File: config.mk
export PLATFORM = sky130hd
export DESIGN_NAME = laser_cover_count
export DESIGN_NICKNAME = d
export VERILOG_FILES = /design/src/rtl/laser_pkg.sv /design/src/rtl/laser_in_circle.sv /design/src/rtl/laser_cover_count.sv
export SDC_FILE = /design/constraint.sdc
export NUM_CORES = 1
export LEC_CHECK = 0
export ABC_AREA = 1
export CAP_MARGIN = 20
export CORE_MARGIN = 3
export CORE_UTILIZATION = 56
export DETAILED_ROUTE_END_ITERATION = 8
export PLACE_DENSITY = 0.79
export SETUP_SLACK_MARGIN = 0.5
export SLEW_MARGIN = 10
export SYNTH_ARGS = -nofsm -noshare
export SYNTH_HDL_FRONTEND = slang
export SYNTH_SLANG_ARGS = --single-unit
export TNS_END_PERCENT = 20
File: constraint.sdc
create_clock -name CLK -period 9.9 [get_ports CLK]
set_input_delay 1.485 -clock CLK [delete_from_list [all_inputs] [get_ports CLK]]
set_output_delay 1.485 -clock CLK [all_outputs]
set_load 0.1 [all_outputs]
File: src/rtl/laser_pkg.sv
// Shared constants and state encoding for the LASER coverage-count engine.
package laser_pkg;

  localparam int COORD_W = 4;
  localparam int NUM_TGT = 40;
  localparam int RADIUS  = 4;
  localparam int R_SQ    = RADIUS * RADIUS;
  localparam int ADDR_W  = 6;
  localparam int SUM_W   = 2 * COORD_W + 1;

  localparam logic [ADDR_W-1:0] LAST_ADDR = ADDR_W'(NUM_TGT - 1);

  typedef enum logic {
    IDLE = 1'b0,
    SCAN = 1'b1
  } state_t;

endpackage

File: src/rtl/laser_in_circle.sv
// Combinational test: is point (px,py) within RADIUS of centre (cx,cy), boundary included.
module laser_in_circle
  import laser_pkg::*;
(
  input  logic [COORD_W-1:0] i_px,
  input  logic [COORD_W-1:0] i_py,
  input  logic [COORD_W-1:0] i_cx,
  input  logic [COORD_W-1:0] i_cy,
  output logic               o_inside
);

  logic [COORD_W-1:0]   w_dx;
  logic [COORD_W-1:0]   w_dy;
  logic [2*COORD_W-1:0] w_dx_ext;
  logic [2*COORD_W-1:0] w_dy_ext;
  logic [2*COORD_W-1:0] w_sq_x;
  logic [2*COORD_W-1:0] w_sq_y;
  logic [SUM_W-1:0]     w_sum;

  // Subtract the smaller from the larger so the difference never wraps.
  assign w_dx = (i_px >= i_cx) ? (i_px - i_cx) : (i_cx - i_px);
  assign w_dy = (i_py >= i_cy) ? (i_py - i_cy) : (i_cy - i_py);

  assign w_dx_ext = {{COORD_W{1'b0}}, w_dx};
  assign w_dy_ext = {{COORD_W{1'b0}}, w_dy};
  assign w_sq_x   = w_dx_ext * w_dx_ext;
  assign w_sq_y   = w_dy_ext * w_dy_ext;
  assign w_sum    = {1'b0, w_sq_x} + {1'b0, w_sq_y};

  assign o_inside = (w_sum <= SUM_W'(R_SQ));

endmodule

File: src/rtl/laser_cover_count.sv
// Scans the stored target list once per start and counts targets inside the candidate
// circle, optionally skipping those inside an excluded circle.
//
// state | meaning
// IDLE  | waiting for start, tgt_addr held at 0
// SCAN  | one target per cycle, result published on the last address
module laser_cover_count
  import laser_pkg::*;
(
  input  logic               CLK,
  input  logic               RST,
  input  logic               start,
  input  logic [COORD_W-1:0] cand_x,
  input  logic [COORD_W-1:0] cand_y,
  input  logic               excl_en,
  input  logic [COORD_W-1:0] excl_x,
  input  logic [COORD_W-1:0] excl_y,
  output logic [ADDR_W-1:0]  tgt_addr,
  input  logic [COORD_W-1:0] tgt_x,
  input  logic [COORD_W-1:0] tgt_y,
  output logic               busy,
  output logic [ADDR_W-1:0]  count,
  output logic               valid
);

  state_t             r_state;
  state_t             w_state_nxt;
  logic [ADDR_W-1:0]  r_addr;
  logic [ADDR_W-1:0]  r_acc;
  logic [ADDR_W-1:0]  r_count;
  logic               r_valid;
  logic [COORD_W-1:0] r_cand_x;
  logic [COORD_W-1:0] r_cand_y;
  logic               r_excl_en;
  logic [COORD_W-1:0] r_excl_x;
  logic [COORD_W-1:0] r_excl_y;

  logic w_in_cand;
  logic w_in_excl;
  logic w_hit;
  logic w_busy;
  logic w_accept;
  logic w_last;

  laser_in_circle u_cand (
    .i_px     (tgt_x),
    .i_py     (tgt_y),
    .i_cx     (r_cand_x),
    .i_cy     (r_cand_y),
    .o_inside (w_in_cand)
  );

  laser_in_circle u_excl (
    .i_px     (tgt_x),
    .i_py     (tgt_y),
    .i_cx     (r_excl_x),
    .i_cy     (r_excl_y),
    .o_inside (w_in_excl)
  );

  always_ff @(posedge CLK) begin
    if (RST) r_state <= IDLE;
    else     r_state <= w_state_nxt;
  end

  always_comb begin
    w_state_nxt = r_state;
    case (r_state)
      IDLE:    if (start)  w_state_nxt = SCAN;
      SCAN:    if (w_last) w_state_nxt = IDLE;
      default: w_state_nxt = IDLE;
    endcase
  end

  always_comb begin
    w_busy   = (r_state == SCAN);
    w_accept = (r_state == IDLE) && start;
    w_last   = (r_state == SCAN) && (r_addr == LAST_ADDR);
    w_hit    = w_in_cand & ~(r_excl_en & w_in_excl);
  end

  always_ff @(posedge CLK) begin
    if (RST) begin
      r_addr    <= '0;
      r_acc     <= '0;
      r_count   <= '0;
      r_valid   <= 1'b0;
      r_cand_x  <= '0;
      r_cand_y  <= '0;
      r_excl_en <= 1'b0;
      r_excl_x  <= '0;
      r_excl_y  <= '0;
    end else begin
      r_valid <= 1'b0;
      if (w_accept) begin
        r_cand_x  <= cand_x;
        r_cand_y  <= cand_y;
        r_excl_en <= excl_en;
        r_excl_x  <= excl_x;
        r_excl_y  <= excl_y;
        r_addr    <= '0;
        r_acc     <= '0;
      end else if (w_last) begin
        // The last target's hit is folded in directly rather than via the accumulator.
        r_count <= r_acc + {{(ADDR_W-1){1'b0}}, w_hit};
        r_valid <= 1'b1;
        r_addr  <= '0;
      end else if (w_busy) begin
        r_acc  <= r_acc + {{(ADDR_W-1){1'b0}}, w_hit};
        r_addr <= r_addr + 1'b1;
      end
    end
  end

  assign tgt_addr = r_addr;
  assign busy     = w_busy;
  assign count    = r_count;
  assign valid    = r_valid;

endmodule

Word level (Yosys, flattened, before mapping)
Index checks and enable logic that the tools add are counted.
{"block": "word_totals", "register_bits": 37, "latchBits": 0, "ramBits": 0, "mem_bits_ro": 0, "inputBits": 28, "out_inout_bits": 14, "wordCells": 53, "memories": 0}
{"block": "classes", "addsub": 12, "n_mul": 4, "div": 0, "n_lt_le_gt_ge": 6, "n_eq_ne": 1, "n_shift": 0, "mux": 8, "n_bitwise": 6, "reduce_logical": 6}
{"operator": "multiplier 4 x 4 -> 8 bit", "n": 4}
{"operator": "subtractor 4 bit", "n": 8}
{"operator": "adder 8 x 8 -> 9 bit", "n": 2}
{"operator": "<= comparator 9 x 5 -> 1 bit, second input constant", "n": 2}
{"operator": ">= comparator 4 bit", "n": 4}
{"operator": "2-to-1 mux 4 bit", "n": 4}
{"operator": "adder 6 x 1 -> 6 bit", "n": 1}
{"operator": "adder 6 x 1 -> 6 bit, second input constant", "n": 1}
{"operator": "equality test 6 bit, second input constant", "n": 1}
{"operator": "inverter 1 bit", "n": 4}
{"operator": "AND reduction 2 bit", "n": 2}
{"operator": "2-to-1 mux 1 bit", "n": 3}
{"operator": "OR reduction 3 bit", "n": 1}
{"operator": "AND 1 bit", "n": 2}
{"operator": "logical AND 1 bit", "n": 2}
{"operator": "case mux 1 bit (2 select lines)", "n": 1}
{"operator": "OR reduction 2 bit", "n": 1}

Depth between registers and ports, before layout
{"block": "depth", "word_depth": 9, "depth_mapped": 33}

Modules after synthesis
From an unflattened synthesis, not the netlist that was laid out.
{"block": "unflattened", "hier_cells": 614, "area_unflattened_um2": 4440.5}
{"mod": "laser_cover_count", "n_inst": 1, "cells_per_inst": 198, "area_each_um2": 1567.8, "seq_area_each_um2": 740.7}
{"mod": "laser_in_circle at u_cand", "n_inst": 1, "cells_per_inst": 219, "area_each_um2": 1495.2, "seq_area_each_um2": 0.0}
{"mod": "laser_in_circle at u_excl", "n_inst": 1, "cells_per_inst": 197, "area_each_um2": 1377.6, "seq_area_each_um2": 0.0}

Worst setup path after synthesis
OpenSTA, ideal clock, no wires.
{"block": "synth_path", "path_kind": "input to register", "start": "input tgt_x[0]", "end": "register r_acc[4]", "setup_ns": 0.076, "arrival_ns": 6.524, "required_time_ns": 9.824, "slack_ns": 3.301, "cell_stages": 31, "cell_sequence": "inv_1 ha_1 inv_1 fa_1 nand2_1 nand3_2 nand2_1 nand2_1 nand2_1 nand2_2 inv_1 nand2_1 fa_1 fa_1 fa_1 inv_1 fa_1 ha_1 inv_1 fa_1 xor2_1 nand2_1 nor2_1 nand4_1 nor2_1 ha_1 ha_1 nand2_1 xnor2_1 nand2_1 a21boi_0"}
{"block": "synth_between", "elab_chain_len": 9, "elab_cells_between_ends": 18}
{"element": "start, declared", "line": "laser_cover_count.sv:19", "source": "input logic [COORD_W-1:0] tgt_x,"}
{"element": "subtractor 4 bit / >= comparator 4 bit (equally long branches)", "line": "laser_in_circle.sv:21", "source": "assign w_dx = (i_px >= i_cx) ? (i_px - i_cx) : (i_cx - i_px);"}
{"element": "2-to-1 mux 4 bit", "line": "laser_in_circle.sv:21"}
{"element": "multiplier 4 x 4 -> 8 bit", "line": "laser_in_circle.sv:26", "source": "assign w_sq_x = w_dx_ext * w_dx_ext;"}
{"element": "adder 8 x 8 -> 9 bit", "line": "laser_in_circle.sv:28", "source": "assign w_sum = {1'b0, w_sq_x} + {1'b0, w_sq_y};"}
{"element": "<= comparator 9 x 5 -> 1 bit", "line": "laser_in_circle.sv:30", "source": "assign o_inside = (w_sum <= SUM_W'(R_SQ));"}
{"element": "AND 1 bit", "line": "laser_cover_count.sv:79", "source": "w_hit = w_in_cand & ~(r_excl_en & w_in_excl);"}
{"element": "inverter 1 bit", "line": "laser_cover_count.sv:79"}
{"element": "AND 1 bit *", "line": "laser_cover_count.sv:79"}
{"element": "adder 6 x 1 -> 6 bit *", "line": "laser_cover_count.sv:109", "source": "r_acc <= r_acc + {{(ADDR_W-1){1'b0}}, w_hit};"}
{"element": "end signal, assigned", "line": "laser_cover_count.sv:109"}
{"element": "end, declared", "line": "laser_cover_count.sv:29", "source": "logic [ADDR_W-1:0] r_acc;"}
Every way passes the cells marked *; elsewhere a longest branch is shown, timed or not.
A chain may end at the register's enable or synchronous reset.

Worst setup path in the final report
{"block": "layout_path", "start": "input tgt_x[1]", "end": "register r_acc[4]"}
The elaborated chain is that of the path after synthesis.

==> flow_metrics.tcl <==
set metrics [dict create \
    outcome "completed" \
    slew_viol_final 0 \
    grt_pass1_wl_mm 15.8 \
    syn_inst 557 \
    p_comb_share_pct 77.1 \
    period_needed_ns 7.48 \
    finalCritPeriodShare_pct 75.5 \
    nFillCells 671 \
    die-area_mm2 0.00862 \
    track_usage_pct 22.3 \
    place_hpwl_mm 7.32 \
    synth_top_area_share_pct 19.3 \
    setup.worst_path.end_class "flop" \
    synth-simple-area-share_pct 23.3 \
    fin_tns_setup_ns 0 \
    synthMuxAreaShare_pct 0 \
    worstHoldPathType "reg -> reg" \
    switching_share_pct 50.1 \
    ctsHtreeMaxLevel 2 \
    nets 718 \
    synth_xor_area_share_pct 3.32 \
    placed_area_mm2 0.00468 \
    drc 0 \
    clock_path_buffers 2 \
    fp.dieW_um 92.8 \
    skew_ns 0.00428 \
    cts_tree "done" \
    path_common_cell "nand2_1" \
    max-cap-violations 0 \
    clock-sinks 37 \
    p_leak_nw 2.41 \
    ir_drop_uv 139 \
    rsz0062_at_grt "no" \
    powerDensity_mw_per_mm2 254 \
    rows 31 \
    hold_viol 0 \
    max_stage_delay_ns 0.71 \
    synth.avg_cell_area_um2 7.58 \
    vias 3569 \
    worstPathMaxFanout 6 \
    yosysWarnings 0 \
    r2r_setup_slack_ns 3.90 \
    worst_pin_slew_ns 0.981 \
    viasPerCell 5.14 \
    start_util_pct 57.9 \
    synth.distinct_cells 33 \
    synthesis.nets 680 \
    synth_top_family_by_area "adder cells" \
    synth_compound_area_share_pct 10.1 \
    area_delta_synth_final_pct 12.9 \
    drt_iter0_markers 175 \
    final_area_mm2 0.00477 \
    ys_seq_area_share_pct 17.5 \
    core_mm2 0.00729 \
    maxClockFrequency_mhz 134 \
    antenna_left 0 \
    avgRoutedWirePerCell_um 12.8 \
    grt_pass1_vias 3665 \
    insertion_delay_ns 0.30 \
    wl_mm 8.87 \
    cp-start-kind "primary input" \
    antennaDiodeCount 0 \
    cts_root_buf "clkbuf_8" \
    power_frac_clock_pct 9.5 \
    required_ns 10.14 \
    numPortBuffers 41 \
    gp_congestion 0.930 \
    worstPathArrival_ns 7.71 \
    io_pins 42 \
    p_sw_uw 607 \
    seqPwrFrac_pct 13.4 \
    crit_path_top_delay_cell "clkdlybuf4s50_1" \
    internal_power_uw 604 \
    netlist_area_mm2 0.00422 \
    post_synth_fa_ha_maj_area_fraction_pct 33.5 \
    clkTransAtPathRegs_ns 0.09 \
    ctsResizeCount 0 \
    layout-drive-gt1-share_pct 10.2 \
    synth-seq-cells 37 \
    postCtsSetupBuffers 0 \
    criticalPathCategory "in -> reg" \
    grt_antenna_before_repair 0 \
    overflow 0 \
    synth_top_cell_by_area "ha_1" \
    setup_viol 0 \
    fp.dieH_um 92.8 \
    relSlewSlack_pct 34.4 \
    first_pass_iters 5 \
    synthTopCellsByArea "ha_1 (19%), dfxtp_1 (18%), fa_1 (14%)" \
    cts_hold_buf 0 \
    grt_max_degree 36 \
    numCtsBuffers 5 \
]
==> synth_stat cells (all sizes together) <==
library cell	count
a21boi	1
a21oi	36
and3	1
buf	10
dfxtp	37
fa	30
ha	65
inv	117
nand2	102
nand3	40
nand3b	1
nand4	6
nor2	56
nor3	1
nor3b	1
o21a	1
o21ai	31
o21bai	5
xnor2	9
xor2	7
==> worst paths after layout <==
kind	startpoint	to	depth (start not counted)
hold / removal	r_excl_x[3]$_SDFFE_PP0P_	r_excl_x[3]$_SDFFE_PP0P_	2
setup / recovery	tgt_x[1]	r_acc[4]$_SDFFE_PP0P_	30
hold reg to reg	r_excl_x[3]$_SDFFE_PP0P_	r_excl_x[3]$_SDFFE_PP0P_	2
setup reg to reg	r_cand_x[0]$_SDFFE_PP0P_	r_acc[4]$_SDFFE_PP0P_	30
==> metrics by stage <==
step / worst slack [ns] / total power [mW] / hold slack, ns / utilization [%] / cells
after global placement: 2.28 / 1.06 / 0.445 / 64.2 / 687
after detailed placement: 2.09 / 1.11 / 0.462 / 64.2 / 687
final: 2.42 / 1.21 / 0.472 / 65.4 / 695
after global routing: 1.90 / 1.40 / 0.506 / 65.4 / 695
after floorplan: 3.30 / 0.912 / 0.433 / - / 557
after CTS: 2.38 / 1.23 / 0.475 / 65.4 / 695
==> placed cells by master (no fill, tap or decap), drive strengths merged <==
cell type      synthesis  final
fa                    30     30
clkinv                 0      1
dfxtp                 37     37
nand2                102    102
inv                  117    118
ha                    65     65
nand3                 40     40
a21oi                 36     36
clkbuf                 0      5
nand3b                 1      1
xnor2                  9      9
clkdlybuf4s50          0     41
nor3b                  1      1
o21a                   1      1
and3                   1      1
xor2                   7      7
o21ai                 31     31
nor2                  56     56
nor3                   1      1
nand4                  6      6
o21bai                 5      5
a21boi                 1      1
clkinvlp               0      1
==> layer usage <==
layer	track usage [%]	wire length, um	vias to the layer above
met5	0	0	-
met3	4.22	519	16
li1	-	-	1814
met2	38.9	4300	85
met4	6.84	157	0
met1	27.8	3890	1654
==> worst max-delay path, delay by kind of cell <==
family,cells,cell delay (ns)
buf+inv,5,1.09
compound gates,1,0.13
simple gates,13,1.21
fa+ha+maj,9,3.43
xor+xnor,2,0.35
==> cells by family (layout without fill, tap and decap cells) <==
kind of cell | count (synthesis) | count (layout)
simple gates | 208 | 208
buf+inv | 127 | 166
fa+ha+maj | 95 | 95
compound gates | 74 | 74
flops | 37 | 37
xor+xnor | 16 | 16
==> state kept, by name (all words and copies together) (netlist names) <==
name and cells:
count 6, r_acc 6, tgt_addr 6, r_cand_x 4, r_cand_y 4, r_excl_x 4, r_excl_y 4, busy 1
r_excl_en 1, valid 1
==> power groups by stage <==
| stage | combinational [mW] | sequential [mW] | clock [mW] |
|---|---|---|---|
| after floorplan | 0.743 | 0.169 | 0 |
| after global placement | 0.898 | 0.166 | 0 |
| after detailed placement | 0.941 | 0.166 | 0 |
| after CTS | 0.946 | 0.163 | 0.117 |
| after global routing | 1.11 | 0.164 | 0.123 |
| final | 0.934 | 0.163 | 0.115 |
==> cell type report <==
| cell class | count | area (um2) | share of cell area (%) |
|---|---|---|---|
| flip-flops and latches | 37 | 741 | 15.5 |
| clock inverters | 3 | 21.3 | 0.446 |
| clock buffers | 5 | 68.8 | 1.44 |
| repair buffers | 41 | 410 | 8.60 |
| well taps | 99 | 124 | 2.60 |
| multi-input cells | 393 | 2970 | 62.2 |
| inverters | 117 | 439 | 9.21 |
Power figures use the tool's default switching activity.
